[src/rtl/phase_sequencer_if.sv]
// Bus between the phase sequencer, its four sub-blocks and the shared RAM.
// The master side is the sequencer. The slave side is the sub-block and RAM environment.
interface phase_sequencer_if #(
   parameter int WORD_WIDTH = 16,
   parameter int ADDR_WIDTH = 11
);
   logic [3:0]              ph_en;
   logic [3:0]              ph_start;
   logic [3:0]              ph_done;
   logic [4*ADDR_WIDTH-1:0] ph_address;
   logic [3:0]              ph_wr_en;
   logic [4*WORD_WIDTH-1:0] ph_data_out;
   logic [ADDR_WIDTH-1:0]   mem_address;
   logic                    mem_wr_en;
   logic [WORD_WIDTH-1:0]   mem_data_out;

   modport master (
      output ph_en, ph_start, mem_address, mem_wr_en, mem_data_out,
      input  ph_done, ph_address, ph_wr_en, ph_data_out
   );

   modport slave (
      input  ph_en, ph_start, mem_address, mem_wr_en, mem_data_out,
      output ph_done, ph_address, ph_wr_en, ph_data_out
   );
endinterface

[src/rtl/phase_sequencer.sv]
// Runs up to four RAM-sharing sub-blocks in fixed order 0..3. Only the phase in WAIT owns the RAM.
//
// state    | meaning
// ---------+------------------------------------------------------------
// S_IDLE   | waiting for go; latches phase_mask on acceptance
// S_SELECT | pick lowest enabled phase at or above idx, or finish
// S_ARM    | ph_en pulse to the selected phase
// S_START  | ph_start pulse to the selected phase
// S_WAIT   | phase owns the RAM; wait for its done or for the watchdog
// S_NEXT   | phase complete; advance idx or finish after phase 3
// S_FINISH | run over; done is pulsed and busy drops on leaving
module phase_sequencer #(
   parameter int WORD_WIDTH = 16,
   parameter int ADDR_WIDTH = 11,
   parameter int TIMEOUT    = 4095
) (
   input  logic              clock,
   input  logic              nrst,
   input  logic              go,
   input  logic [3:0]        phase_mask,
   phase_sequencer_if.master bus,
   output logic              busy,
   output logic              done,
   output logic [1:0]        cur_phase,
   output logic [3:0]        phases_done,
   output logic              timeout_err
);

   typedef enum logic [2:0] {
      S_IDLE,
      S_SELECT,
      S_ARM,
      S_START,
      S_WAIT,
      S_NEXT,
      S_FINISH
   } state_t;

   localparam logic [15:0] WDOG_LAST = 16'(TIMEOUT - 1);

   state_t      state;
   logic [3:0]  mask_q;
   logic [1:0]  idx;
   logic [3:0]  ph_en_q;
   logic [3:0]  ph_start_q;
   logic        owner_valid;
   logic [15:0] wdog;
   logic        sel_found;
   logic [1:0]  sel_phase;

   logic [ADDR_WIDTH-1:0] mem_address_c;
   logic                  mem_wr_en_c;
   logic [WORD_WIDTH-1:0] mem_data_out_c;

   function automatic logic [3:0] phase_bit(input logic [1:0] p);
      phase_bit = 4'b0001 << p;
   endfunction

   // Descending scan so the last hit is the lowest qualifying phase.
   always_comb begin
      sel_found = 1'b0;
      sel_phase = 2'd0;
      for (int p = 3; p >= 0; p--) begin
         if (mask_q[p] && (2'(p) >= idx)) begin
            sel_found = 1'b1;
            sel_phase = 2'(p);
         end
      end
   end

   always_ff @(posedge clock) begin
      if (!nrst) begin
         state       <= S_IDLE;
         mask_q      <= 4'd0;
         idx         <= 2'd0;
         cur_phase   <= 2'd0;
         ph_en_q     <= 4'd0;
         ph_start_q  <= 4'd0;
         owner_valid <= 1'b0;
         wdog        <= 16'd0;
         busy        <= 1'b0;
         done        <= 1'b0;
         phases_done <= 4'd0;
         timeout_err <= 1'b0;
      end else begin
         ph_en_q    <= 4'd0;
         ph_start_q <= 4'd0;
         done       <= 1'b0;
         case (state)
            S_IDLE: begin
               if (go) begin
                  mask_q      <= phase_mask;
                  idx         <= 2'd0;
                  phases_done <= 4'd0;
                  timeout_err <= 1'b0;
                  busy        <= 1'b1;
                  state       <= S_SELECT;
               end
            end
            S_SELECT: begin
               if (sel_found) begin
                  cur_phase <= sel_phase;
                  ph_en_q   <= phase_bit(sel_phase);
                  state     <= S_ARM;
               end else begin
                  state <= S_FINISH;
               end
            end
            S_ARM: begin
               ph_start_q <= phase_bit(cur_phase);
               state      <= S_START;
            end
            S_START: begin
               owner_valid <= 1'b1;
               wdog        <= 16'd0;
               state       <= S_WAIT;
            end
            S_WAIT: begin
               wdog <= wdog + 16'd1;
               if (bus.ph_done[cur_phase]) begin
                  phases_done[cur_phase] <= 1'b1;
                  owner_valid            <= 1'b0;
                  state                  <= S_NEXT;
               end else if (wdog == WDOG_LAST) begin
                  timeout_err <= 1'b1;
                  owner_valid <= 1'b0;
                  state       <= S_FINISH;
               end
            end
            S_NEXT: begin
               if (cur_phase == 2'd3) begin
                  state <= S_FINISH;
               end else begin
                  idx   <= cur_phase + 2'd1;
                  state <= S_SELECT;
               end
            end
            S_FINISH: begin
               done  <= 1'b1;
               busy  <= 1'b0;
               state <= S_IDLE;
            end
            default: state <= S_IDLE;
         endcase
      end
   end

   // RAM sees the owning phase only; everything else is forced to zero.
   always_comb begin
      mem_address_c  = '0;
      mem_wr_en_c    = 1'b0;
      mem_data_out_c = '0;
      if (owner_valid) begin
         for (int p = 0; p < 4; p++) begin
            if (cur_phase == 2'(p)) begin
               mem_address_c  = bus.ph_address[p*ADDR_WIDTH +: ADDR_WIDTH];
               mem_wr_en_c    = bus.ph_wr_en[p];
               mem_data_out_c = bus.ph_data_out[p*WORD_WIDTH +: WORD_WIDTH];
            end
         end
      end
   end

   assign bus.ph_en        = ph_en_q;
   assign bus.ph_start     = ph_start_q;
   assign bus.mem_address  = mem_address_c;
   assign bus.mem_wr_en    = mem_wr_en_c;
   assign bus.mem_data_out = mem_data_out_c;

endmodule

[src/flat_wrapper.sv]
// flat-port wrapper written by rule: the top's interface ports become plain ports
module phase_sequencer_flat 
#(
   parameter int WORD_WIDTH = 16,
   parameter int ADDR_WIDTH = 11,
   parameter int TIMEOUT    = 4095
)
  (clock, nrst, go, phase_mask, busy, done, cur_phase, phases_done, timeout_err, bus_ph_en, bus_ph_start, bus_mem_address, bus_mem_wr_en, bus_mem_data_out, bus_ph_done, bus_ph_address, bus_ph_wr_en, bus_ph_data_out);
  phase_sequencer_if #(.WORD_WIDTH(WORD_WIDTH), .ADDR_WIDTH(ADDR_WIDTH)) bus_i ();
  input  logic clock;
  input  logic nrst;
  input  logic go;
  input  logic [3:0] phase_mask;
  output logic busy;
  output logic done;
  output logic [1:0] cur_phase;
  output logic [3:0] phases_done;
  output logic timeout_err;
  output wire logic [$bits(bus_i.ph_en)-1:0] bus_ph_en;
  output wire logic [$bits(bus_i.ph_start)-1:0] bus_ph_start;
  output wire logic [$bits(bus_i.mem_address)-1:0] bus_mem_address;
  output wire logic [$bits(bus_i.mem_wr_en)-1:0] bus_mem_wr_en;
  output wire logic [$bits(bus_i.mem_data_out)-1:0] bus_mem_data_out;
  input wire logic [$bits(bus_i.ph_done)-1:0] bus_ph_done;
  input wire logic [$bits(bus_i.ph_address)-1:0] bus_ph_address;
  input wire logic [$bits(bus_i.ph_wr_en)-1:0] bus_ph_wr_en;
  input wire logic [$bits(bus_i.ph_data_out)-1:0] bus_ph_data_out;
  assign bus_ph_en = bus_i.ph_en;
  assign bus_ph_start = bus_i.ph_start;
  assign bus_mem_address = bus_i.mem_address;
  assign bus_mem_wr_en = bus_i.mem_wr_en;
  assign bus_mem_data_out = bus_i.mem_data_out;
  assign bus_i.ph_done = bus_ph_done;
  assign bus_i.ph_address = bus_ph_address;
  assign bus_i.ph_wr_en = bus_ph_wr_en;
  assign bus_i.ph_data_out = bus_ph_data_out;
  phase_sequencer #(.WORD_WIDTH(WORD_WIDTH), .ADDR_WIDTH(ADDR_WIDTH), .TIMEOUT(TIMEOUT)) u_core (.clock(clock), .nrst(nrst), .go(go), .phase_mask(phase_mask), .bus(bus_i), .busy(busy), .done(done), .cur_phase(cur_phase), .phases_done(phases_done), .timeout_err(timeout_err));
endmodule
[config.mk]
export PLATFORM = sky130hd
export DESIGN_NAME = phase_sequencer_flat
export DESIGN_NICKNAME = d
export VERILOG_FILES = /design/src/rtl/phase_sequencer_if.sv /design/src/rtl/phase_sequencer.sv /design/src/flat_wrapper.sv
export SDC_FILE = /design/constraint.sdc
export NUM_CORES = 1
export LEC_CHECK = 0
export ABC_AREA = 1
export ABC_CLOCK_PERIOD_IN_PS = 2300
export CORE_ASPECT_RATIO = 1.5
export CORE_MARGIN = 2
export CORE_UTILIZATION = 40
export CTS_BUF_LIST = sky130_fd_sc_hd__clkbuf_4
export CTS_CLUSTER_SIZE = 30
export DETAILED_ROUTE_END_ITERATION = 10
export PLACE_DENSITY = 0.82
export SKIP_LAST_GASP = 1
export SLEW_MARGIN = 20
export SYNTH_ARGS = -nofsm -noshare
export SYNTH_HDL_FRONTEND = slang
export SYNTH_SLANG_ARGS = --single-unit
[constraint.sdc]
create_clock -name clock -period 2.3 [get_ports clock]
set_input_delay 0.46 -clock clock [delete_from_list [all_inputs] [get_ports clock]]
set_output_delay 0.46 -clock clock [all_outputs]
set_load 0.03 [all_outputs]
-- Word-level counts from Yosys, hierarchy flattened
Cells that the tools add are included.
Widths: inputs -> output; s select.
- add/subtract/negate cells: 2
- mux-type cells: 50
- equality and inequality tests: 16
- order comparisons: 6
- reduce and logical (&&, ||, !) cells: 21
- shifts and indexed selects: 2
- bitwise gates (word level): 1
- operator list (cell ; number):
    $mux 16 ; 5
    $mux 11 ; 5
    $pmux 16 s2 ; 1
    $mux 1 ; 18
    $pmux 3 s6 ; 1
    $add 16x1->16 const B ; 1
    $eq 16x12->1 const B ; 1
    $mux 3 ; 5
    $mux 2 ; 6
    $reduce_and 2->1 ; 6
    $eq 3x3->1 const B ; 3
    $reduce_and 3->1 ; 3
    $mux 4 ; 2
    $pmux 4 s2 ; 1
    $reduce_bool 2->1 ; 4
    $shl 1x2->4 const A ; 2
    $eq 3x2->1 const B ; 2
    $ne 2x2->1 const B ; 3
    $pmux 1 s2 ; 3
    $logic_and 1x1->1 ; 5
    $eq 2x2->1 const B ; 2
    $ge 1x2->1 const A ; 2
    $ge 2x2->1 const A ; 2
    $ne 2x1->1 const B ; 2
    13 further kinds ; 13
- register bits after elaboration: 43
- word-level logic and storage cells: 110
- bits of input ports: 123
- output and inout bits: 45

-- Depth between registers and ports, before layout
Gate-level depths: netlist of run 1.
- word-level depth: 8
- mapped depth: 9
- mapped depth without buffers: 9

-- Worst setup path before layout of run 1
Ideal clock, no wire load.
- path kind: reg-to-output
- start point: register u_core.cur_phase[1]
- end point: output port bus_mem_address[5]
- path buffers: 1
- data required time: 1.840 ns
- cell stages (with the launch flop): 8
- setup slack: -0.276 ns
- arrival time: 2.116 ns
- path through: dfxtp_1 inv_1 ha_1 inv_2 buf_6 nor2_1 or3_1 a21oi_1
- longest elaborated chain between the ends: 6
- elaborated cells between the ends (all ways): 9
- those cells by class: 3 x eq/ne; 5 x mux; 1 x reduce/logical
- ends and longest elaborated chain (what ; line ; RTL):
    start, declared ; phase_sequencer.sv:24 ; output logic [1:0] cur_phase,
    start signal, assigned ; phase_sequencer.sv:102 ; cur_phase <= sel_phase;
    $logic_not 2->1 ; phase_sequencer.sv:155 ; if (cur_phase == 2'(p)) begin
    $mux 11 (3 in series) ; phase_sequencer.sv:155 ;
    $mux 11 (*) ; phase_sequencer.sv:155 ;
    $mux 11 (*) ; phase_sequencer.sv:153 ; if (owner_valid) begin
    end, declared ; flat_wrapper.sv:21 ; output wire logic [$bits(bus_i.mem_address)-1:0] bus_mem_address;
Mark *: on every way between the ends. The rest lies on a longest branch, timed or not.

-- Final worst setup path of run 1
- start point: register u_core.cur_phase[0]
- end point: output port bus_mem_data_out[15]
- longest elaborated chain between the ends: 6
- elaborated cells between the ends (all ways): 9
- those cells by class: 3 x eq/ne; 5 x mux; 1 x reduce/logical
- ends and longest elaborated chain (what ; line ; RTL):
    $logic_not 2->1 ; phase_sequencer.sv:155 ;
    $mux 16 (3 in series) ; phase_sequencer.sv:155 ;
    $mux 16 (*) ; phase_sequencer.sv:155 ;
    $mux 16 (*) ; phase_sequencer.sv:153 ;
    end, declared ; flat_wrapper.sv:23 ; output wire logic [$bits(bus_i.mem_data_out)-1:0] bus_mem_data_out;
Marked as above.

==> impl_metrics.yaml, run 1 <==
outcome:
  status: "complete, but fails checks"
  violations: "negative setup slack"
drt:
  drt_iter0_drc: 284
  avgViaCountPerCell: 5.354
  ant_nets: 0
  drc: 0
  drtPass1Iterations: 5
  vias: 4139
  wire_per_inst_um: 16.10
  wirelength_mm: 12.44
placed_design:
  post-place-ws_ps: 94.35
  io_buffers: 167
  place.gp.congestion: 0.9533
  dp_hpwl_mm: 9.591
  dpl_cell_area_um2: 4967
  placedCellCount: 755
power:
  p_total_mw: 3.472
  power_density_nw_per_um2: 653.6
  peakVddDrop_uv: 637.0
  p_leak_nw: 2.065
grt:
  track_usage_pct: 29.52
  grt_max_degree: 38
  grt_pass1_wl_mm: 19.20
  grt_pass1_vias: 3983
  antenna_found_initial: 0
  overflow: 0
setup_path:
  reg2reg_from: "u_core.cur_phase[0]$_SDFFE_PN0P_"
  max_stage_delay_ps: 380
  required_ps: 1840
  rr_worst_depth: 8
  r2r-end: "u_core.idx[1]$_SDFFE_PN0P_"
  arrival_ps: 2090
  r2r_setup_slack_ps: 740
  startpoint_type: "register"
  path_buf_inv: 4
  crit_family: "buffers and inverters"
  critical_path.endpoint_type: "primary output"
  crit_path_cell_trace: "clkinvlp_4 -> buf_6 -> ha_4 -> buf_12 -> a21oi_1 -> or3_1 -> a21oi_2 -> buf_6"
  cp_max_fo: 13
  cpMaxStageDelayCell: "dfxtp_4"
  crit_top_cell: "buf_6"
  critPathKind: "reg -> out"
logic_synthesis:
  ys_types: 33
  synth.area.top_cells: "dfxtp_1, a21oi_1, nor2_1"
  synthCells: 494
  synth-edff-count: 0
  yosysTopAreaCell: "dfxtp_1"
  synthFlopType: "dfxtp_1"
  yosysSeqAreaShare_pct: 28.01
  ys_seq_elements: 43
  syn_area_per_cell_um2: 6.221
  yosysMostFrequentCell: "a21oi_1"
  synth_nets: 623
  synth.top_cell.area_share_pct: 28.01
  yosys-top-cells-count: "a21oi_1, nor2_1, nand2_1"
  async_flop_share_pct: 0
  synth-warning-count: 0
  synthesis.area_um2: 3073
timing:
  maxSlewHeadroom_pct: 63.20
  finalHoldViolations: 0
  fin_tns_setup_ps: -5163
  hold_slack_ps: 478.1
  worst_slack_ps: -253.8
  setup_viol: 28
  min_period_ps: 2554
  fmax_mhz: 391.6
  rsz0062_at_grt: "true"
  min_period_over_period_pct: 111.0
  slew_viol_final: 0
  tightest_slew_ps: 551.2
  skew_ps: 19.62
cells_and_area:
  num-fill-cells: 632
  final_area_um2: 5311
  drive_above_1_share_pct: 18.33
  synthToLayoutAreaGrowth_pct: 72.84
  final_cells: 773
  nets: 799
  diodes: 0
  fin_util_pct: 70.68
clock_tree:
  cts_hold_buf: 0
  cts_tree: "done"
  clock_latency_ps: 390
  cts_inserted_buffers: 5
  cts_buffer_depth: 2
  cts.sinks: 43
  path_clk_slew_ps: 140
  htree_levels: 2
  root_buffer: "clkbuf_4"
die:
  dieHeight_um: 111.4
  num_rows: 39
  io_pins: 168
  die_area_um2: 8414
  die_w_um: 75.57
  core_area_um2: 7515
  start_util_pct: 40.89
hold_path:
  min_from: "u_core.idx[0]$_SDFFE_PN0P_"
  holdPathEnd: "u_core.idx[0]$_SDFFE_PN0P_"
  min_delay_path_depth: 2
  hold_class: "reg -> reg"
run:
  maxCapViolations: 0
## what timing repair did
item                                    in CTS  in global routing
setup buffers                                8                  1
gates cloned                                 1                  0
pin swaps                                    5                  6
resized for setup                           40                  8
endpoints found under the setup margin      28                 28
## final cells by class
class | count | area (µm²) | area share, %
tap | 102 | 127.6 | 2.403
inverter | 38 | 153.9 | 2.898
clock buffer | 5 | 37.54 | 0.7067
sequential | 43 | 865.8 | 16.30
clock inverter | 3 | 23.77 | 0.4476
multi-input combinational | 385 | 2064 | 38.87
timing repair buffer | 197 | 2038 | 38.37
## per-layer routing
metal / up-vias / track usage, % / wire [µm]
met4: 0 / 14.27 / 531
met1: 1892 / 30.76 / 4455
met3: 37 / 10.95 / 1381
li1: 2023 / - / -
met5: - / 0 / 0
met2: 187 / 50.32 / 6074
## tightest hold or removal path, cell delays in order, from the launching register on
cell	delay, ps
dfxtp_1	330
inv_1	60
a21oi_1	50
## worst max-delay path by stage
stage	cells past startpoint	to	slack (ps)	from
after floorplan	7	bus_mem_data_out[6]	40	u_core.cur_phase[1]$_SDFFE_PN0P_
after global placement	5	bus_mem_data_out[15]	110	bus_ph_data_out[31]
after detailed placement	7	bus_mem_data_out[15]	90	u_core.cur_phase[0]$_SDFFE_PN0P_
after CTS	8	bus_mem_data_out[15]	-240	u_core.cur_phase[0]$_SDFFE_PN0P_
after global routing	8	bus_mem_data_out[14]	-330	u_core.cur_phase[0]$_SDFFE_PN0P_
final	8	bus_mem_data_out[15]	-250	u_core.cur_phase[0]$_SDFFE_PN0P_
## kinds of logic (layout without fill, tap and decap cells)
family,after synthesis,in the layout,synth area share (%)
fa+ha+maj,6,6,2.443
compound gates,158,158,26.02
buf+inv,66,243,10.26
simple gates,221,221,33.27
flops,43,43,28.01
## layout by cell type, fill, tap and decap left out, types with 20 or more instances in the layout
cell / netlist / layout
or3_1: 28 / 26
inv_1: 34 / 31
dfxtp_1: 43 / 41
a21oi_2: 0 / 29
nand3_1: 24 / 24
o21ai_0: 41 / 41
nor2_1: 78 / 78
nand2_1: 66 / 66
clkdlybuf4s50_1: 0 / 139
a21oi_1: 111 / 81
buf_6: 6 / 31
buf_4: 3 / 20
## power by group
| group | internal (mW) | switching, mW | total, mW |
|---|---|---|---|
| registers | 0.841 | 0.0942 | 0.935 |
| logic | 0.981 | 1.16 | 2.14 |
| clock network | 0.122 | 0.274 | 0.397 |
## state kept, by name, indices dropped and copies added (netlist names)
signal	cells
u_core.busy	1
u_core.idx	2
u_core.wdog	16
u_core.cur_phase	2
u_core.bus.ph_en	4
u_core.state	3
u_core.phases_done	4
u_core.bus.ph_start	4
u_core.owner_valid	1
u_core.mask_q	4
u_core.timeout_err	1
u_core.done	1
No activity file was read; power rests on OpenSTA's default activity.
==> inputs of run 2 (changes only) <==
--- a/config.mk
+++ b/config.mk
@@ -10,7 +10,7 @@
 export CORE_ASPECT_RATIO = 1.5
 export CORE_MARGIN = 2
 export CORE_UTILIZATION = 40
-export CTS_BUF_LIST = sky130_fd_sc_hd__clkbuf_4
+export CTS_BUF_LIST = sky130_fd_sc_hd__clkbuf_2
 export CTS_CLUSTER_SIZE = 30
 export DETAILED_ROUTE_END_ITERATION = 10
 export PLACE_DENSITY = 0.82
==> impl_metrics.yaml, run 2 (synthesis gave the netlist of run 1 again) <==
outcome:
  status: "complete, but fails checks"
  violations: "negative setup slack"
drt:
  met3_length_mm: 1.686
  detail_route.wirelength.met1_mm: 5.169
  avgViaCountPerCell: 5.633
  drt_iter0_drc: 338
  wire_per_inst_um: 19.13
  wirelength_mm: 15.05
  drtPass1Iterations: 5
  wl_met2_mm: 7.335
  top_layer: "met4"
  drc: 0
  vias: 4433
  ant_nets: 0
timing:
  min_period_ps: 2810
  finalHoldViolations: 0
  tightest_slew_ps: 614.5
  worst_slack_ps: -509.9
  fmax_mhz: 355.9
  min_period_over_period_pct: 122.2
  hold_slack_ps: 482.9
  maxSlewHeadroom_pct: 58.97
  slew_viol_final: 0
  rsz0062_at_grt: "true"
  setup_viol: 28
  skew_ps: 36.17
cells_and_area:
  final_common_cell: "clkdlybuf4s50_1"
  nets: 812
  synthToLayoutAreaGrowth_pct: 87.46
  drive_above_1_share_pct: 23.54
  final_cell_mix: "clkdlybuf4s50_1, a21oi_1, nor2_1, nand2_1, dfxtp_1"
  largest_reg_flops: 16
  num-fill-cells: 528
  top_register: "u_core.wdog"
setup_path:
  critPathLaunch: "u_core.cur_phase[0]$_SDFFE_PN0P_"
  required_ps: 1840
  cp-endpoint: "bus_mem_data_out[8]"
  cp_max_fo: 7
  rr_worst_depth: 8
  reg2reg_from: "u_core.cur_phase[0]$_SDFFE_PN0P_"
  critPathKind: "reg -> out"
  r2r_setup_slack_ps: 740
  arrival_ps: 2350
  critical_path.endpoint_type: "primary output"
  startpoint_type: "register"
  r2r-end: "u_core.idx[1]$_SDFFE_PN0P_"
clock_tree:
  cts_buffer_depth: 2
  root_buffer: "clkbuf_2"
  path_clk_slew_ps: 250
  cts_tree: "done"
  cts_inserted_buffers: 5
  htree_levels: 2
  cts.sinks: 43
  clock_latency_ps: 460
  cts_hold_buf: 0
power:
  peakVddDrop_uv: 663.3
  p_leak_nw: 2.248
  power_density_nw_per_um2: 684.0
  p_total_mw: 3.940
grt:
  grt_pass1_vias: 4065
  antenna_found_initial: 1
  grt_max_degree: 26
  grt_pass1_wl_mm: 19.57
  track_usage_pct: 30.09
  overflow: 0
hold_path:
  hold_class: "reg -> reg"
die:
  die_w_um: 75.57
  die_area_um2: 8414
  dieHeight_um: 111.4
  io_pins: 168
  core_area_um2: 7515
  num_rows: 39
  start_util_pct: 40.89
run:
  maxCapViolations: 0
placed_design:
  place.gp.congestion: 0.9533
  dp_hpwl_mm: 9.591
  io_buffers: 167
[run 2: repair_timing]
action | 4_1_cts | 5_1_grt
pin swaps | 4 | 39
buffers inserted | 8 | 6
cloned | 2 | 7
resized for setup | 48 | 45
setup endpoints to repair | 28 | 30
[run 2: cell type report]
cell class	instances	area [µm²]	area share [%]
Multi-Input combinational cell	385	2251	39.07
Antenna cell	1	2.502	0.04344
Clock inverter	3	23.77	0.4127
Clock buffer	5	25.02	0.4344
Timing Repair Buffer	210	2306	40.03
Sequential cell	43	865.8	15.03
Inverter	38	158.9	2.758
Tap cell	102	127.6	2.215
[run 2: worst min-delay path by stage]
stage	end	cells past startpoint	start	slack, ps
4_1_cts	u_core.busy$_SDFFE_PN0P_	2	u_core.busy$_SDFFE_PN0P_	490
6_report	u_core.idx[0]$_SDFFE_PN0P_	2	u_core.idx[0]$_SDFFE_PN0P_	480
3_3_place_gp	u_core.phases_done[2]$_SDFFE_PN0P_	2	u_core.phases_done[2]$_SDFFE_PN0P_	450
5_1_grt	u_core.mask_q[2]$_SDFFE_PN0P_	2	u_core.mask_q[2]$_SDFFE_PN0P_	510
2_1_floorplan	u_core.mask_q[1]$_SDFFE_PN0P_	2	u_core.mask_q[1]$_SDFFE_PN0P_	440
3_5_place_dp	u_core.busy$_SDFFE_PN0P_	2	u_core.busy$_SDFFE_PN0P_	460
[run 2: worst max-delay path, stage by stage (launching register included)]
cell and delay, ps:
dfxtp_4 430, clkinvlp_4 150, ha_4 260, clkbuf_16 170, or3_4 370, a21oi_2 320, buf_6 190
[run 2: per-layer routing]
metal	up-vias	global-route usage, %
met3	70	11.58
met2	256	51.71
met5	-	0
met1	2047	30.48
li1	2060	-
met4	0	14.97
[run 2: through the flow]
stage          util (%)  TNS, ps  area, µm²  setup slack (ps)  instances
2_1_floorplan         -        0       3181             38.73        494
3_3_place_gp      66.10        0       4967             107.2        755
3_5_place_dp      66.10        0       4967             94.35        755
4_1_cts           71.01    -7090       5336            -302.2        773
5_1_grt           76.66   -11810       5761            -627.2        787
6_report          76.66    -9023       5761            -509.9        787
[run 2: where the power goes]
| part | switching (mW) | internal (mW) | total, mW | leakage [nW] |
|---|---|---|---|---|
| clock network | 0.272 | 0.0775 | 0.350 | 0.0256 |
| registers | 0.0959 | 0.842 | 0.938 | 0.350 |
| logic | 1.35 | 1.30 | 2.65 | 1.87 |
| total | 1.72 | 2.22 | 3.94 | 2.25 |
